`src/rtl/stream_packer.sv`:
```
// Packs RATIO input beats into one wide word (early close on i_last); registered output, 1-cycle latency.
// o_ready = !o_valid || i_ready: a held, back-pressured word stalls the input stream.
module stream_packer #(
   parameter int DWIDTH = 8,
   parameter int RATIO  = 4
) (
   input  logic                     clk,
   input  logic                     rst,
   input  logic [DWIDTH-1:0]        i_data,
   input  logic                     i_valid,
   input  logic                     i_last,
   output logic                     o_ready,
   output logic [RATIO*DWIDTH-1:0]  o_data,
   output logic [RATIO-1:0]         o_keep,
   output logic                     o_last,
   output logic                     o_valid,
   input  logic                     i_ready
);

   localparam int CW = $clog2(RATIO);

   logic [RATIO*DWIDTH-1:0] acc_q, acc_d;
   logic [RATIO-1:0]        keep_q, keep_d;
   logic [CW-1:0]           cnt_q, cnt_d;
   logic [RATIO*DWIDTH-1:0] data_q, data_d;
   logic [RATIO-1:0]        okeep_q, okeep_d;
   logic                    last_q, last_d;
   logic                    vld_q, vld_d;

   logic                    accept;
   logic                    complete;
   logic [RATIO-1:0]        lane_oh;
   logic [RATIO*DWIDTH-1:0] merged;

   assign o_ready  = !vld_q || i_ready;
   assign accept   = i_valid && o_ready;
   assign complete = (cnt_q == CW'(RATIO - 1)) || i_last;
   assign lane_oh  = {{(RATIO-1){1'b0}}, 1'b1} << cnt_q;

   // Current beat drops into lane cnt_q; lanes above it are forced to zero.
   always_comb begin
      merged = '0;
      for (int l = 0; l < RATIO; l++) begin
         if (l == int'(cnt_q))
            merged[l*DWIDTH +: DWIDTH] = i_data;
         else if (l < int'(cnt_q))
            merged[l*DWIDTH +: DWIDTH] = acc_q[l*DWIDTH +: DWIDTH];
      end
   end

   always_comb begin
      acc_d   = acc_q;
      keep_d  = keep_q;
      cnt_d   = cnt_q;
      data_d  = data_q;
      okeep_d = okeep_q;
      last_d  = last_q;
      vld_d   = vld_q;
      if (vld_q && i_ready)
         vld_d = 1'b0;
      if (accept) begin
         if (complete) begin
            data_d  = merged;
            okeep_d = keep_q | lane_oh;
            last_d  = i_last;
            vld_d   = 1'b1;
            acc_d   = '0;
            keep_d  = '0;
            cnt_d   = '0;
         end else begin
            acc_d   = merged;
            keep_d  = keep_q | lane_oh;
            cnt_d   = cnt_q + 1'b1;
         end
      end
   end

   always_ff @(posedge clk) begin
      if (rst) begin
         acc_q   <= '0;
         keep_q  <= '0;
         cnt_q   <= '0;
         data_q  <= '0;
         okeep_q <= '0;
         last_q  <= 1'b0;
         vld_q   <= 1'b0;
      end else begin
         acc_q   <= acc_d;
         keep_q  <= keep_d;
         cnt_q   <= cnt_d;
         data_q  <= data_d;
         okeep_q <= okeep_d;
         last_q  <= last_d;
         vld_q   <= vld_d;
      end
   end

   assign o_data  = data_q;
   assign o_keep  = okeep_q;
   assign o_last  = last_q;
   assign o_valid = vld_q;

endmodule

```
`config.mk`:
```
export PLATFORM = sky130hd
export DESIGN_NAME = stream_packer
export DESIGN_NICKNAME = d
export VERILOG_FILES = /design/src/rtl/stream_packer.sv
export SDC_FILE = /design/constraint.sdc
export NUM_CORES = 1
export LEC_CHECK = 0
export BUFFER_PORTS_ARGS = -buffer_cell sky130_fd_sc_hd__buf_4
export CORE_UTILIZATION = 40
export CTS_CLUSTER_SIZE = 10
export DETAILED_ROUTE_END_ITERATION = 10
export SLEW_MARGIN = 20
export SYNTH_ARGS = -nofsm -noshare
export SYNTH_HDL_FRONTEND = slang
export SYNTH_SLANG_ARGS = --single-unit
```
`constraint.sdc`:
```
create_clock -name clk -period 1.7 [get_ports clk]
set_clock_uncertainty 0.05 [all_clocks]
set_input_delay 0.255 -clock clk [delete_from_list [all_inputs] [get_ports clk]]
set_output_delay 0.255 -clock clk [all_outputs]
set_load 0.05 [all_outputs]
```
==> results of run 1 <==
-- repair_timing --
item	CTS	global route
hold buffers	0	0
resized for setup	4	15
setup endpoints to repair	22	43
-- final cells by class --
class | count | area, µm² | area share, %
clock inverter | 4 | 70.07 | 1.845
inverter | 23 | 95.09 | 2.503
clock buffer | 12 | 165.2 | 4.348
timing repair buffer | 70 | 588.1 | 15.48
multi-input combinational | 180 | 1395 | 36.73
sequential | 68 | 1365 | 35.94
tap | 96 | 120.1 | 3.162
-- Yosys cell counts (all sizes together) --
library cell  number  area, µm²
a211oi            28      210.2
a21oi             15      75.07
a31o               1      8.760
a31oi             39      244.0
and2               8      50.05
and3b              8      70.07
buf               13      82.57
clkbuf            17      63.81
dfxtp             68       1361
ha                 5      62.56
inv               23      86.34
mux2i              8      80.08
nand2b             8      50.05
nand3              2      10.01
nand4              5      31.28
nor2              11      41.29
nor2b              1      6.260
nor3               3      20.02
o21ai              4      20.02
o2bb2ai           14      185.2
o31ai              1      7.510
o32ai             16      140.1
or2                2      12.52
or4                1      7.510
-- layout by cell type (no fill, tap or decap), drive strengths merged --
master	count
o31ai	1
bufinv	2
nor2	11
a31oi	39
buf	70
a21oi	15
inv	22
mux2i	8
nand4	5
clkinvlp	1
or2	2
nand3	2
or4	1
nor3	3
nor2b	1
o21ai	4
o2bb2ai	14
a31o	1
and3b	8
nand2b	8
and2	8
dfxtp	68
a211oi	28
o32ai	16
ha	5
clkbuf	12
clkinv	2
-- kinds of logic (layout without fill, tap and decap cells) --
group | Yosys count | after routing | share of synthesized area [%]
and+or+nand+nor | 49 | 49 | 10.22
DFF | 68 | 68 | 46.52
adders and majority gates | 5 | 5 | 2.138
AOI/OAI and AO/OA | 118 | 118 | 30.44
muxes | 8 | 8 | 2.736
buffers and inverters | 53 | 109 | 7.952
-- power breakdown --
part	switching (mW)	leakage, nW	total, mW	internal (mW)
logic	0.400	0.781	0.610	0.210
registers	0.0330	0.555	1.69	1.66
clock network	0.617	0.122	1.56	0.942
total	1.05	1.46	3.86	2.81
-- metrics by stage --
| step | util (%) | setup TNS [ps] | std cells | power (mW) | setup slack [ps] |
|---|---|---|---|---|---|
| after floorplan | - | 0 | 301 | 2.121 | 24.23 |
| after global placement | 50.20 | -59.78 | 437 | 2.316 | -16.59 |
| after detailed placement | 50.20 | -848.7 | 437 | 2.321 | -73.90 |
| after CTS | 53.77 | 0 | 453 | 3.874 | 14.83 |
| after global routing | 54.70 | -14.49 | 453 | 4.007 | -14.49 |
| final | 54.70 | 0 | 453 | 3.856 | 39.09 |
-- registers in the layout (all words and copies together) (netlist names) --
name,cells
o_data,32
acc_q,24
keep_q,4
o_keep,4
cnt_q,2
o_last,1
o_valid,1
-- worst min path at each step --
stage                                start                     end  slack (ps)  cells past startpoint
floorplan                           i_last     o_last$_SDFFE_PP0P_         350                      2
global placement    keep_q[3]$_SDFFE_PP0N_  keep_q[3]$_SDFFE_PP0N_         360                      2
detailed placement  keep_q[3]$_SDFFE_PP0N_  keep_q[3]$_SDFFE_PP0N_         380                      2
CTS                              i_data[1]   acc_q[1]$_SDFFE_PP0N_         180                      3
global route                     i_data[6]   acc_q[6]$_SDFFE_PP0N_         200                      3
finish                           i_data[4]   acc_q[4]$_SDFFE_PP0N_         190                      3
-- worst max-delay path, stage by stage (launching register included) --
cell     delay, ps
dfxtp_2        320
nor2b_2        160
buf_12         150
inv_6          150
buf_4          230
-- per-layer routing --
| layer | routed length, µm | share of wire, % | up-vias |
|---|---|---|---|
| met2 | 3411 | 45 | 64 |
| met5 | 0 | 0 | - |
| met1 | 3756 | 49 | 1176 |
| met3 | 291 | 3.8 | 10 |
| met4 | 129 | 1.7 | 0 |
| li1 | - | - | 1239 |
==> metrics, run 1 <==
Reg clk slew, reported paths 80 ps; pin count of the biggest net entering global routing 61; PwrDens 1015 mW/mm²; crit path max fanout 22; Synth Warn # 0; CTS Buffer Depth 2; Leak 1.459 nW; initial antenna violation count 0; post-DP HPWL 4845 µm; MaxCap Viol Count 0; Slew Viols, Final 0; final hold viol count 0; Ports 52; core box area 0.006944 mm²; met2 Track Usage GR 30.82%; grt ovf 0; vias in the first global route 2,312; final setup fails 0; drt pass-1 iters 4; Post-Synthesis Cells 301; nets 370; critical path class flop to primary output; maximum vdd ir drop 441.4 µV; die height 87.54 µm; H-tree levels 3; Die ar. 0.007662 mm²; row count 30; number of setup buffers added after CTS 0; Final Critical Period 1661 ps; n_diodes 0; Initial Utilization 42.14%; R2R Path End acc_q[8]$_SDFFE_PP0N_; register area share after synthesis 46.52%; outcome finished clean; slew margin rel. 62.29%; Routed WL per cell 16.75 µm; via count 2,489; CP startpoint kind flop; Worst Hold Class input port to flop; R2R Setup Slk 70 ps; antenna viol nets, final 0; placed cell area 0.003486 mm²; f_max 0.6021 GHz; GRT met1 Usage 30.30%; CP Data Required Time 1390 ps; Initial DRC Count 177; worst slew pin tran 562.5 ps; worst r2r src cnt_q[0]$_SDFFE_PP0N_; crit path capture type primary output; Reg2Reg Depth 5; global-route wire length before repair 12,190 µm; Filler Cells Inserted 670; routability cong. 0.7575; Worst Setup SP o_valid$_SDFF_PP0_; post-route cell area 0.003799 mm²; CTS tree built; mapped cell area 0.002927 mm²; #FFs+latches synth 68; PortBufs 51; CTS buffer count 9; Netlist cell types 30; post-synthesis net count 319; worst setup path end o_ready; CP Data Arrival Time 1360 ps; worst skew pair latency 350 ps; final wirelength 7588 µm; Tot GR Track Use 21.03%; total clock sinks 68; Die Wd 87.54 µm; met3 usage 3.582%; share of layout cells above drive strength 1 32.21%; Synth-to-Final Area Change 29.80%; crit share post-route 97.70%; GRT Max-Usage Layer met2; Synth Area per Inst 9.723 µm²; residual DRC count 0; via density per instance 5.494; Hold WS 189.8 ps; CTS root buffer clkbuf_8
(Power assumes the default switching activity.)
==> run 2, diff against run 1 <==
- clock period: 1.7 -> 1.5 ns (I/O delays scaled with it)
==> metrics, run 2 (synthesis gave the netlist of run 1 again) <==
via density per instance 5.534 (was 5.494); drt pass-1 iters 4 (unchanged); Final Critical Period 1636 ps; PwrDens 996.3 mW/mm² (was 1015 mW/mm²); Tot GR Track Use 20.97% (was 21.03%); most common cell after layout, fill and taps aside buf_4; vias in the first global route 2,241 (was 2,312); via count 2,601 (was 2,489); Hold WS 149.7 ps (was 189.8 ps); setup slack after layout -136.2 ps (was 39.09 ps); total clock sinks 68 (unchanged); post-route cell area 0.004153 mm² (was 0.003799 mm²); R2R Setup Slk -140 ps (was 70 ps); nets 388 (was 370); PortBufs 51 (unchanged); Initial DRC Count 139 (was 177); fin util 59.80% (was 54.70%); Synth-to-Final Area Change 41.90% (was 29.80%); slew margin rel. 59.06% (was 62.29%); outcome finished, violations left (was finished clean); worst hold path startpoint i_last (was i_data[4]); CTS root buffer clkbuf_8 (unchanged); f_max 0.6112 GHz; CP Data Arrival Time 1860 ps (was 1360 ps); die height 87.54 µm (unchanged); row count 30 (unchanged); GRT Max-Usage Layer met2 (unchanged); FF+latch area 0.001373 mm² (was 0.001365 mm²); Reg clk slew, reported paths 70 ps (was 80 ps); MaxCap Viol Count 0 (unchanged); most frequent cells in the layout buf_4, dfxtp_1, a211oi_1 (was dfxtp_1, buf_4, a31oi_1); Die ar. 0.007662 mm² (unchanged); Reg power frac 46.3% (was 43.8%); antenna viol nets, final 0 (unchanged); final wirelength 7942 µm (was 7588 µm); met2 Track Usage GR 31.46% (was 30.82%); worst r2r src cnt_q[0]$_SDFFE_PP0N_ (unchanged); # hold bufs at CTS 0 (unchanged); worst skew pair latency 340 ps (was 350 ps); routability cong. 0.7844 (was 0.7575); Initial Utilization 42.14% (unchanged); R2R Path End acc_q[21]$_SDFFE_PP0N_ (was acc_q[8]$_SDFFE_PP0N_); crit share post-route 109.1%; CP startpoint kind flop (unchanged); Reg2Reg Depth 5 (unchanged); GRT met1 Usage 29.63% (was 30.30%); Logic pwr share 19.0% (was 15.8%); sw frac 28.90% (was 27.23%); final setup fails 26 (was 0); Slew Viols, Final 0 (unchanged); RSZ-0062 raised after global routing yes; Ports 52 (unchanged); Leak 1.580 nW (was 1.459 nW); core box area 0.006944 mm² (unchanged); CP Data Required Time 1720 ps (was 1390 ps); placed cell area 0.003587 mm² (was 0.003486 mm²); Routed WL per cell 16.90 µm (was 16.75 µm); H-tree levels 3 (unchanged); multi-input logic area 0.001582 mm² (was 0.001395 mm²); number of flip-flops in the largest register 32 (unchanged); maximum vdd ir drop 431.9 µV (was 441.4 µV); hold path cells 3 (unchanged); global-route wire length before repair 11,980 µm (was 12,190 µm); Inst Count DP 446 (was 437); crit path max fanout 14 (was 22); Hold Path Sink o_last$_SDFFE_PP0P_ (was acc_q[4]$_SDFFE_PP0N_); CTS Buffer Depth 2 (unchanged); Worst Setup SP cnt_q[0]$_SDFFE_PP0N_ (was o_valid$_SDFF_PP0_); post-DP HPWL 5212 µm (was 4845 µm); worst slew pin tran 612.8 ps (was 562.5 ps); crit path capture type flop (was primary output); initial antenna violation count 0 (unchanged); share of layout cells above drive strength 1 41.44% (was 32.21%); non-filler cells in the finished layout 470 (was 453); CTS tree built (unchanged); violated checks setup timing; critical path class flop to flop (was flop to primary output); Clk pwr share 34.7% (was 40.4%); Int Power 2.942 mW (was 2.806 mW); Worst Hold Class input port to flop (unchanged); met3 usage 3.770% (was 3.582%); Setup Slack @ Placement -259.5 ps (was -73.90 ps); Die Wd 87.54 µm (unchanged); CTS buffer count 9 (unchanged); pin count of the biggest net entering global routing 34 (was 61); final hold viol count 0 (unchanged); grt ovf 0 (unchanged); residual DRC count 0 (unchanged); Filler Cells Inserted 598 (was 670); P_sw 1.196 mW (was 1.050 mW); n_diodes 0 (unchanged)
-- run 2: cell count changes in the layout (fill, tap and decap cells not counted), sizes merged --
| cell | previous run | this run |
|---|---|---|
| clkbuf | 12 | 15 |
| clkinvlp | 1 | 0 |
| buf | 70 | 87 |
| bufinv | 2 | 0 |
| clkinv | 2 | 1 |
| inv | 22 | 23 |
-- run 2: power by group through the flow --
stage / Sequential, mW / Clock, mW / Combinational [mW]
floorplan: 2.13 / 0 / 0.278
global placement: 1.95 / 0 / 0.692
detailed placement: 1.95 / 0 / 0.697
CTS: 1.91 / 1.46 / 0.705
global route: 1.92 / 1.54 / 0.833
finish: 1.92 / 1.43 / 0.786
-- run 2: area by class of cell --
cell class,count,area share (%)
Tap cell,96,2.892
Timing Repair Buffer,88,19.19
Clock inverter,1,0.1205
Sequential cell,68,33.05
Multi-Input combinational cell,180,38.08
Inverter,23,2.260
Clock buffer,14,4.399
-- run 2: repair_timing --
action | 4_1_cts | 5_1_grt
endpoints found under the hold margin | 0 | 0
endpoints found under the setup margin | 50 | 53
pin swaps | 1 | 7
resized for setup | 17 | 38
cloned | 0 | 1
buffers inserted | 0 | 8
-- run 2: per-layer routing --
metal | share of wire (%) | wire (µm)
met4 | 1.2 | 92
met2 | 49 | 3866
met3 | 3.1 | 250
met1 | 47 | 3733
met5 | 0 | 0
-- run 2: worst max-delay path by stage --
stage | to | cells after the start
floorplan | acc_q[10]$_SDFFE_PP0N_ | 6
CTS | o_ready | 6
detailed placement | acc_q[5]$_SDFFE_PP0N_ | 5
finish | acc_q[21]$_SDFFE_PP0N_ | 5
global route | o_ready | 6
global placement | acc_q[0]$_SDFFE_PP0N_ | 4
-- run 2: worst max-delay path, cell delays in order (launching register included) --
cell and delay, ps:
dfxtp_4 370, ha_4 170, or2_1 220, or4_4 440, buf_12 170, o2bb2ai_1 140
-- run 2: metrics by stage --
step	power [mW]	setup TNS (ps)
3_5_place_dp	2.651	-5531
4_1_cts	4.081	-2477
3_3_place_gp	2.643	-3982
6_report	4.137	-1684
2_1_floorplan	2.410	-1905
5_1_grt	4.299	-4311
